--- config.mk ---
export PLATFORM = sky130hd
export DESIGN_NAME = and_vec_seq
export DESIGN_NICKNAME = d
export VERILOG_FILES = /design/src/rtl/and_vec_seq.sv
export SDC_FILE = /design/constraint.sdc
export NUM_CORES = 1
export LEC_CHECK = 0
export ABC_AREA = 0
export BUFFER_PORTS_ARGS = -buffer_cell sky130_fd_sc_hd__buf_2
export CORE_ASPECT_RATIO = 1.4
export CORE_MARGIN = 2
export CORE_UTILIZATION = 48
export CTS_CLUSTER_DIAMETER = 60
export DETAILED_ROUTE_END_ITERATION = 8
export PLACE_DENSITY_LB_ADDON = 0.1
export SLEW_MARGIN = 20
export SYNTH_ARGS = -nofsm -noshare
export SYNTH_HDL_FRONTEND = slang
export SYNTH_SLANG_ARGS = --single-unit
--- constraint.sdc ---
create_clock -name clk -period 1.7 [get_ports clk]
set_input_delay 0.17 -clock clk [delete_from_list [all_inputs] [get_ports clk]]
set_output_delay 0.17 -clock clk [all_outputs]
set_load 0.1 [all_outputs]
--- src/rtl/and_vec_seq.sv ---
// Exhaustive stimulus sequencer for a 3-input AND gate: sweeps all 8 vectors and captures y_in.
// Optional AND_SELFCHECK_EN adds err_cnt/pass against an ideal AND.
module and_vec_seq #(
  parameter int unsigned DWELL = 4
) (
  input  logic       clk,
  input  logic       rst_n,
  input  logic       start,
  input  logic       y_in,
`ifdef AND_SELFCHECK_EN
  output logic [3:0] err_cnt,
  output logic       pass,
`endif
  output logic       a,
  output logic       b,
  output logic       c,
  output logic       busy,
  output logic       done,
  output logic [2:0] vec_idx,
  output logic [7:0] truth
);

  typedef enum logic [1:0] {StIdle, StDrive, StDone} state_e;

  localparam logic [3:0] DwellLast = 4'(DWELL - 1);

  state_e     state_q, state_d;
  logic [2:0] vec_q, vec_d;
  logic [3:0] dwell_q, dwell_d;
  logic [7:0] truth_q, truth_d;
  logic [2:0] abc_q, abc_d;

  always_comb begin
    state_d = state_q;
    vec_d   = vec_q;
    dwell_d = dwell_q;
    truth_d = truth_q;
    abc_d   = abc_q;
    case (state_q)
      StIdle: begin
        if (start) begin
          state_d = StDrive;
          vec_d   = 3'd0;
          dwell_d = 4'd0;
          truth_d = 8'h00;
          abc_d   = 3'b000;
        end
      end
      StDrive: begin
        dwell_d = dwell_q + 4'd1;
        if (dwell_q == DwellLast) begin
          dwell_d          = 4'd0;
          truth_d[vec_q]   = y_in;
          // Vector 7 is the last one; vec_idx parks there instead of wrapping.
          if (vec_q == 3'd7) begin
            state_d = StDone;
            abc_d   = 3'b000;
          end else begin
            vec_d = vec_q + 3'd1;
            abc_d = vec_q + 3'd1;
          end
        end
      end
      StDone: begin
        state_d = StIdle;
      end
      default: begin
        state_d = StIdle;
      end
    endcase
  end

  always_ff @(posedge clk or negedge rst_n) begin
    if (!rst_n) begin
      state_q <= StIdle;
      vec_q   <= 3'd0;
      dwell_q <= 4'd0;
      truth_q <= 8'h00;
      abc_q   <= 3'b000;
    end else begin
      state_q <= state_d;
      vec_q   <= vec_d;
      dwell_q <= dwell_d;
      truth_q <= truth_d;
      abc_q   <= abc_d;
    end
  end

  assign a       = abc_q[2];
  assign b       = abc_q[1];
  assign c       = abc_q[0];
  assign busy    = (state_q == StDrive);
  assign done    = (state_q == StDone);
  assign vec_idx = vec_q;
  assign truth   = truth_q;

`ifdef AND_SELFCHECK_EN
  logic [3:0] err_q, err_d;
  logic       capture;
  logic       accept;

  assign accept  = (state_q == StIdle) && start;
  assign capture = (state_q == StDrive) && (dwell_q == DwellLast);

  always_comb begin
    err_d = err_q;
    if (accept) begin
      err_d = 4'd0;
    end else if (capture && (y_in != (&vec_q))) begin
      err_d = err_q + 4'd1;
    end
  end

  always_ff @(posedge clk or negedge rst_n) begin
    if (!rst_n) begin
      err_q <= 4'd0;
    end else begin
      err_q <= err_d;
    end
  end

  assign err_cnt = err_q;
  assign pass    = done && (err_q == 4'd0);
`endif

endmodule

# Word level (Yosys, flattened, before mapping)

Index checks and enable logic that the tools add are counted.

Memories kept: 0
Logic and storage cells: 44
RAM bits: 0
Flip-flop bits (word level): 20
Output and inout port bits: 16
ROM bits: 0
Bits in latches: 0

$add $sub $neg: 2
Shift-type cells: 0
Multiplexer cells: 20
Reductions and logical operators: 7
Order comparisons: 2
Bitwise logic cells: 0
$mul: 0
Equal/unequal tests: 8
Div/mod/pow operators: 0

Operators with widths:

| cell                                                                     | count |
|---|---|
| 8-bit two-way mux                                                        | 2 |
| 8-bit case mux with 2 select lines                                       | 1 |
| 3-bit two-way mux                                                        | 5 |
| 3-bit case mux with 2 select lines                                       | 2 |
| 8-bit bitwise mux                                                        | 1 |
| 4-bit two-way mux                                                        | 2 |
| 4-bit case mux with 2 select lines                                       | 1 |
| 2-bit two-way mux                                                        | 3 |
| 3-bit AND reduction                                                      | 2 |
| 4-bit by 1-bit adder with 4-bit output (second input constant)           | 1 |
| 4-bit by 2-bit == test with 1-bit output (second input constant)         | 1 |
| 3-bit by 4-bit < comparator with 1-bit output (second input constant)    | 1 |
| 2-bit by 1-bit inequality test with 1-bit output (second input constant) | 2 |
| 2-bit inequality test (second input constant)                            | 2 |
| 2-bit case mux with 2 select lines                                       | 1 |
| 4-bit AND reduction                                                      | 1 |
| 3-bit by 1-bit adder with 3-bit output (second input constant)           | 1 |
| 1-bit demux with 3-bit select                                            | 1 |
| 3-bit == test (second input constant)                                    | 1 |
| 3-bit by 1-bit >= comparator with 1-bit output (second input constant)   | 1 |
| 2-bit by 1-bit == test with 1-bit output (second input constant)         | 1 |
| 2-bit == test (second input constant)                                    | 1 |
| 2-bit zero test                                                          | 1 |
| 2-bit AND reduction                                                      | 1 |
| other kinds (3)                                                          | 3 |

# Depth between registers and ports, before layout

Gate-level depths: netlist (run 1).

Depth in word-level cells: 7
Gate-level depth with buffers: 6
Gate-level depth less buffers: 4

# Least setup slack after synthesis (run 1)

No wires, ideal clock.

Kind: register to register
Start point: reg vec_q[0], in the netlist vec_idx[0]
End point: reg truth_q[1], in the netlist truth[1]
Stages on the path, launching flop included: 5
Period minus slack after synthesis: 2.045 ns
Required time: 1.574 ns
Slack: -0.345 ns
Buffers on the path: 1
Arrival time: 1.920 ns
Setup time: 0.126 ns
Cells stage by stage: dfrtp_1 -> clkbuf_8 -> inv_1 -> o311a_2 -> a221o_1

Cells in the longest elaborated chain, start to end: 7
Elaborated cells on any way between the ends: 8

RTL lines:

| element                                                                                                                                      | line | text |
|---|---|---|
| from (decl)                                                                                                                                  | 28   | `logic [2:0] vec_q, vec_d;` |
| from (signal assigned)                                                                                                                       | 82   | `vec_q <= vec_d;` |
| 3-bit by 4-bit < comparator with 1-bit output (implied by the code) / 3-bit by 1-bit >= comparator with 1-bit output (equally long branches) | 53   | `truth_d[vec_q] = y_in;` |
| 1-bit logical AND (implied by the code)                                                                                                      | 53   |  |
| 1-bit two-way mux (implied by the code)                                                                                                      | 53   |  |
| 1-bit demux with 3-bit select *                                                                                                              | 53   |  |
| 8-bit bitwise mux *                                                                                                                          | 53   |  |
| 8-bit two-way mux *                                                                                                                          | 51   | `if (dwell_q == DwellLast) begin` |
| 8-bit case mux with 2 select lines *                                                                                                         | 39   | `case (state_q)` |
| to (signal assigned)                                                                                                                         | 84   | `truth_q <= truth_d;` |
| to (decl)                                                                                                                                    | 30   | `logic [7:0] truth_q, truth_d;` |

Mark *: on every way between the ends. The rest lies on a longest branch, timed or not. The select of a mux whose other input is x is not followed.
A chain may end at the register's enable or synchronous reset.

# Final worst setup path (run 1)

Start point: reg state_q[1]
End point: out busy

Cells in the longest elaborated chain, start to end: 1

RTL lines:

| element                                  | line | text |
|---|---|---|
| from (decl)                              | 27   | `state_e state_q, state_d;` |
| from (signal assigned)                   | 75   | `state_q <= StIdle;` |
| from (signal assigned)                   | 81   | `state_q <= state_d;` |
| 2-bit by 1-bit == test with 1-bit output | 92   | `assign busy = (state_q == StDrive);` |
| to (decl)                                | 17   | `output logic busy,` |

Every way passes these cells.

==> results of run 1 <==
==> repair_timing <==
| item | in CTS | in global routing |
|---|---|---|
| hold buffers | 1 | 0 |
| setup endpoints to repair | 0 | 13 |
| resized for setup | 0 | 4 |
| setup buffers | 0 | 0 |
| hold endpoints to repair | 20 | 0 |
==> synth_stat cells, drive strengths merged <==
library cell  count  share of area, %
a32o              1              0.90
nor4bb            1              0.90
a221o             8               7.2
nor2b             1              0.56
and2b             3               2.3
o311a             4               3.9
nand2             7               2.4
nor3              3               1.8
o31ai             1              0.68
nor2              3               1.0
and3              2               1.2
a21boi            1               1.7
nand3             2              0.90
ha                4               4.5
o21ai             1              0.45
a2111oi           1              0.79
a31oi             1              0.56
a22o              2               1.7
nor4              1               1.1
a21o              1              0.79
o21bai            1              0.68
nand2b            1              0.56
nor3b             1               1.7
or3b              2               2.0
clkbuf            3               3.7
a211oi            3               2.0
inv               9               3.0
dfrtp            20                45
buf               1               1.0
mux2              2               2.0
mux2i             3               2.7
==> cells in the final DEF (no fill, tap or decap), types with 2 or more instances in the layout <==
cell type	synthesis	final
or3b_4	2	2
nand2_1	7	7
nor3_1	2	2
buf_2	0	18
and2b_2	2	2
dfrtp_2	0	3
clkbuf_4	0	3
mux2i_1	3	3
inv_1	8	8
mux2_2	2	2
dfrtp_1	20	17
ha_1	4	3
buf_4	0	7
a211oi_1	3	3
nand3_1	2	2
nor2_1	3	3
o311a_2	3	3
a221o_1	8	8
==> state kept, by name, indices dropped and copies added, names as in the netlist <==
signal   flops
state_q      2
abc_q        3
vec_idx      3
dwell_q      4
truth        8
==> cell families (layout without fill, tap and decap cells) <==
logic type      Yosys count  after routing  share of synthesized area (%)
mux                       5              5                          4.735
compound gates           25             25                          21.42
flops                    20             20                          45.10
simple gates             27             27                          16.46
buf+inv                  13             40                          7.779
fa+ha+maj                 4              4                          4.510
==> worst max path at each step <==
stage	endpoint	slack [ps]	cells past startpoint
floorplan	truth[1]$_DFFE_PN0P_	-30	4
global placement	abc_q[0]$_DFFE_PN0P_	100	4
CTS	busy	5	4
global route	abc_q[1]$_DFFE_PN0P_	-20	4
detailed placement	abc_q[0]$_DFFE_PN0P_	50	4
finish	busy	60	4
==> worst reg2reg max path, delay by kind of cell, from the launching register on <==
| family | cells | cell delay [ps] |
|---|---|---|
| compound gates | 2 | 520 |
| simple gates | 1 | 420 |
| flops | 1 | 410 |
| fa+ha+maj | 1 | 220 |
==> routing by layer <==
layer | global-route usage, % | up-vias | wire, µm
li1 | - | 409 | -
met1 | 26.59 | 422 | 1015
met2 | 32.09 | 15 | 1127
met3 | 1.786 | 2 | 64
met4 | 9.091 | 0 | 19
met5 | 0 | - | 0
==> through the flow <==
stage / cell area (µm²) / util (%)
2_1_floorplan: 1116 / -
3_3_place_gp: 1254 / 57.59
3_5_place_dp: 1254 / 57.59
4_1_cts: 1300 / 59.71
5_1_grt: 1313 / 60.29
6_report: 1313 / 60.29
==> final cells by class <==
class / instances / share of cell area (%)
clock buffers: 4 / 2.765
inverters: 9 / 2.765
multi-input cells: 61 / 40.80
flip-flops and latches: 20 / 38.42
well taps: 22 / 2.097
repair buffers: 27 / 13.16
==> reports/metrics.cfg, run 1 <==
[run_status]
outcome = finished clean

[sta]
tightest_slew_ps = 486.8
layout_min_cycle_time_ps = 1638
relSlewSlack_pct = 67.77
fin_crit_sh_pct = 96.38
fin_tns_setup_ps = 0
skew_ps = 1.435
setup_viol = 0
rsz0062_at_grt = true
hold_violations = 0
fmax_mhz = 610.3
worst_hold_slack_ps = 303.3
report.final.slew_viol_count = 0
setup_ws_ps = 61.56

[route]
antenna_left = 0
drt_iter0_markers = 13
drc_errors = 0
wl_per_cell_um = 15.57
wl_um = 2226
viasPerCell = 5.930
dr.pass1.iters = 4
vias = 848

[clocking]
clk_pin_slew_ps = 110
clock-sinks = 20
cts_buffer_depth = 2
htree_levels = 1
clk_latency_ps = 290
numCtsBuffers = 3
cts_tree = done
cts_root_buf = clkbuf_4

[setup_path]
cp-startpoint = state_q[1]$_DFFE_PN0P_
r2r_slack_ps = 80
cp_slowest_cell = dfrtp_1
critical_path_required_ps = 1530
r2r_cells = 4
r2r-start = dwell_q[0]$_DFFE_PN0P_
worstSetupPathType = reg -> out
critPathMaxFanout = 9
worstPathArrival_ps = 1470
crit_family = flip-flops
timing.rr.end = abc_q[1]$_DFFE_PN0P_
cp-end-kind = primary output
cpPeakStageDelay_ps = 450
critPathBufInv = 3
critPathLaunchType = flip-flop
crit_chain = nand2b_2 -> inv_4 -> buf_4 -> buf_12

[yosys]
synth_cells = 94
syn_area_um2 = 1110
yosys_warnings = 0
synthDistinctLibCells = 37
ys_ff_latch = 20
syn-num-nets = 102
yosysSeqAreaShare_pct = 45.10
postSynthAreaPerCell_um2 = 11.81

[die]
design.core.area_um2 = 2177
die_area_um2 = 2718
rows = 20
io_pins = 20
start_util_pct = 50.98
die_w_um = 44.64
die_y_um = 60.90

[layout]
seq_area_um2 = 504.2
fin_cells = 143
finalNetCount = 130
layout-drive-gt1-share_pct = 42.98
multi_input_area_um2 = 535.5
area_delta_synth_final_pct = 18.26
fillers = 192
diodes = 0

[place]
port_buffers = 19
gp_congestion = 0.7423
dp_slack_ps = 46.62
dp_cells = 138
dp.final_hpwl_um = 1677

[min_path]
hold_path_end = dwell_q[2]$_DFFE_PN0P_
hold_class = in -> reg
worstHoldStart = start
min_path_cells = 4

[run]
drv_cap = 0

[global_route]
track_usage_pct = 19.83
grt_max_degree = 21
grt-ovfl-total = 0
grt_pass1_wl_um = 3898
grt_pass1_vias = 822
grt_antenna_before_repair = 0

Power of run 1 is left out: the tool's default activity adds up to more than one toggle a clock period on the data nets, which glitch-free logic cannot reach.
==> inputs of run 2 (changes only) <==
--- a/config.mk
+++ b/config.mk
@@ -9,7 +9,7 @@
 export BUFFER_PORTS_ARGS = -buffer_cell sky130_fd_sc_hd__buf_2
 export CORE_ASPECT_RATIO = 1.4
 export CORE_MARGIN = 2
-export CORE_UTILIZATION = 48
+export CORE_UTILIZATION = 50
 export CTS_CLUSTER_DIAMETER = 60
 export DETAILED_ROUTE_END_ITERATION = 8
 export PLACE_DENSITY_LB_ADDON = 0.1
==> constraint.sdc (replaced) <==
create_clock -name clk -period 1.9 [get_ports clk]
set_input_delay 0.19 -clock clk [delete_from_list [all_inputs] [get_ports clk]]
set_output_delay 0.19 -clock clk [all_outputs]
set_load 0.1 [all_outputs]
==> reports/metrics.cfg, run 2 (synthesis gave the netlist of run 1 again) <==
[layout]
seq_area_um2 = 504.2
multi_input_area_um2 = 523.0
layout-drive-gt1-share_pct = 39.32
area_delta_synth_final_pct = 15.67
finalNetCount = 126
diodes = 0
largest_reg_flops = 8
fillers = 192
fin_util_pct = 60.35
final_cell_mix = buf_2 (18), dfrtp_1 (17), inv_1 (8), a221o_1 (8), nand2_1 (7)
final_common_cell = buf_2

[die]
die_w_um = 43.82
die_y_um = 59.75
die_area_um2 = 2618
rows = 20
io_pins = 20
design.core.area_um2 = 2127
start_util_pct = 52.18

[global_route]
use_met3_pct = 2.719
grt_pass1_wl_um = 3974
grt_max_degree = 21
grt_antenna_before_repair = 0
busiest_layer = met2
grt_pass1_vias = 850
met1_usage_pct = 26.03
track_usage_pct = 20.45
grt-ovfl-total = 0
grtUsageMet2_pct = 34.87

[setup_path]
crit_end = truth[7]$_DFFE_PN0P_
worstSetupPathType = reg -> reg
cpPeakStageDelay_ps = 430
critPathMaxFanout = 4
r2r-start = dwell_q[0]$_DFFE_PN0P_
critPathLaunchType = flip-flop
r2r_slack_ps = 180
r2r_cells = 4
cp_slowest_cell = or3b_4
timing.rr.end = truth[7]$_DFFE_PN0P_
crit_chain = ha_1 -> or3b_4 -> nor3_1 -> a221o_1
worstPathArrival_ps = 1960
cp-startpoint = dwell_q[0]$_DFFE_PN0P_
cp-end-kind = flip-flop
critical_path_required_ps = 2140

[clocking]
clk_latency_ps = 300
cts_setup_buffers = 0
numCtsBuffers = 3
cts_resized = 0
clk_pin_slew_ps = 120
htree_levels = 1
cts_tree = done
cts_root_buf = clkbuf_4
clock-sinks = 20
ctsHoldBuffers = 1
cts_buffer_depth = 2

[run_status]
outcome = finished clean

[place]
gp_congestion = 0.7827
dp.final_hpwl_um = 1738
port_buffers = 19

[sta]
fmax_mhz = 582.3
fin_crit_sh_pct = 90.39
tightest_slew_ps = 488.7
fin_tns_setup_ps = 0
skew_ps = 8.706
hold_violations = 0
setup_viol = 0
report.final.slew_viol_count = 0
rsz0062_at_grt = false
layout_min_cycle_time_ps = 1717
relSlewSlack_pct = 67.64

[route]
viasPerCell = 5.849
drt_iter0_markers = 22
vias = 813
dr.pass1.iters = 4
wl_um = 2260
antenna_left = 0
wl_per_cell_um = 16.26
drc_errors = 0

[min_path]
hold_class = in -> reg

[run]
drv_cap = 0

-- run 2: per-layer routing --
layer | share of wire [%] | vias up
met4 | 0.84 | 0
met2 | 53 | 13
met3 | 2.7 | 2
met5 | 0 | -
li1 | - | 401
met1 | 44 | 397
-- run 2: worst max-delay path: cells and delay by family, from the launching register on --
family / cells / cell delay [ps]
compound gates: 1 / 220
simple gates: 2 / 820
flops: 1 / 410
fa+ha+maj: 1 / 210
-- run 2: area by class of cell --
cell class / count / area share (%)
clock buffers: 3 / 1.754
clock inverters: 1 / 2.339
inverters: 9 / 2.632
multi-input cells: 61 / 40.74
flip-flops and latches: 20 / 39.28
well taps: 22 / 2.144
repair buffers: 23 / 11.11
-- run 2: worst min path at each step --
| stage | depth (start not counted) | endpoint | startpoint | slack, ps |
|---|---|---|---|---|
| after global placement | 1 | state_q[1]$_DFFE_PN0P_ | rst_n | 160 |
| final | 4 | dwell_q[2]$_DFFE_PN0P_ | start | 300 |
| after floorplan | 0 | abc_q[0]$_DFFE_PN0P_ | rst_n | -110 |
| after global routing | 4 | dwell_q[2]$_DFFE_PN0P_ | start | 340 |
| after CTS | 4 | dwell_q[2]$_DFFE_PN0P_ | start | 300 |
| after detailed placement | 1 | state_q[0]$_DFFE_PN0P_ | rst_n | 160 |
-- run 2: per-stage QoR --
step	setup WS (ps)	instance area, µm²	hold slack [ps]	instances
final	182.7	1284	299.1	139
after global routing	17.22	1284	344.3	139
after CTS	175.4	1284	299.5	139
after detailed placement	211.5	1221	162.7	134
after global placement	250.4	1221	161.4	134
after floorplan	66.50	1114	-105.6	94
Power of run 2 is left out for the same reason.
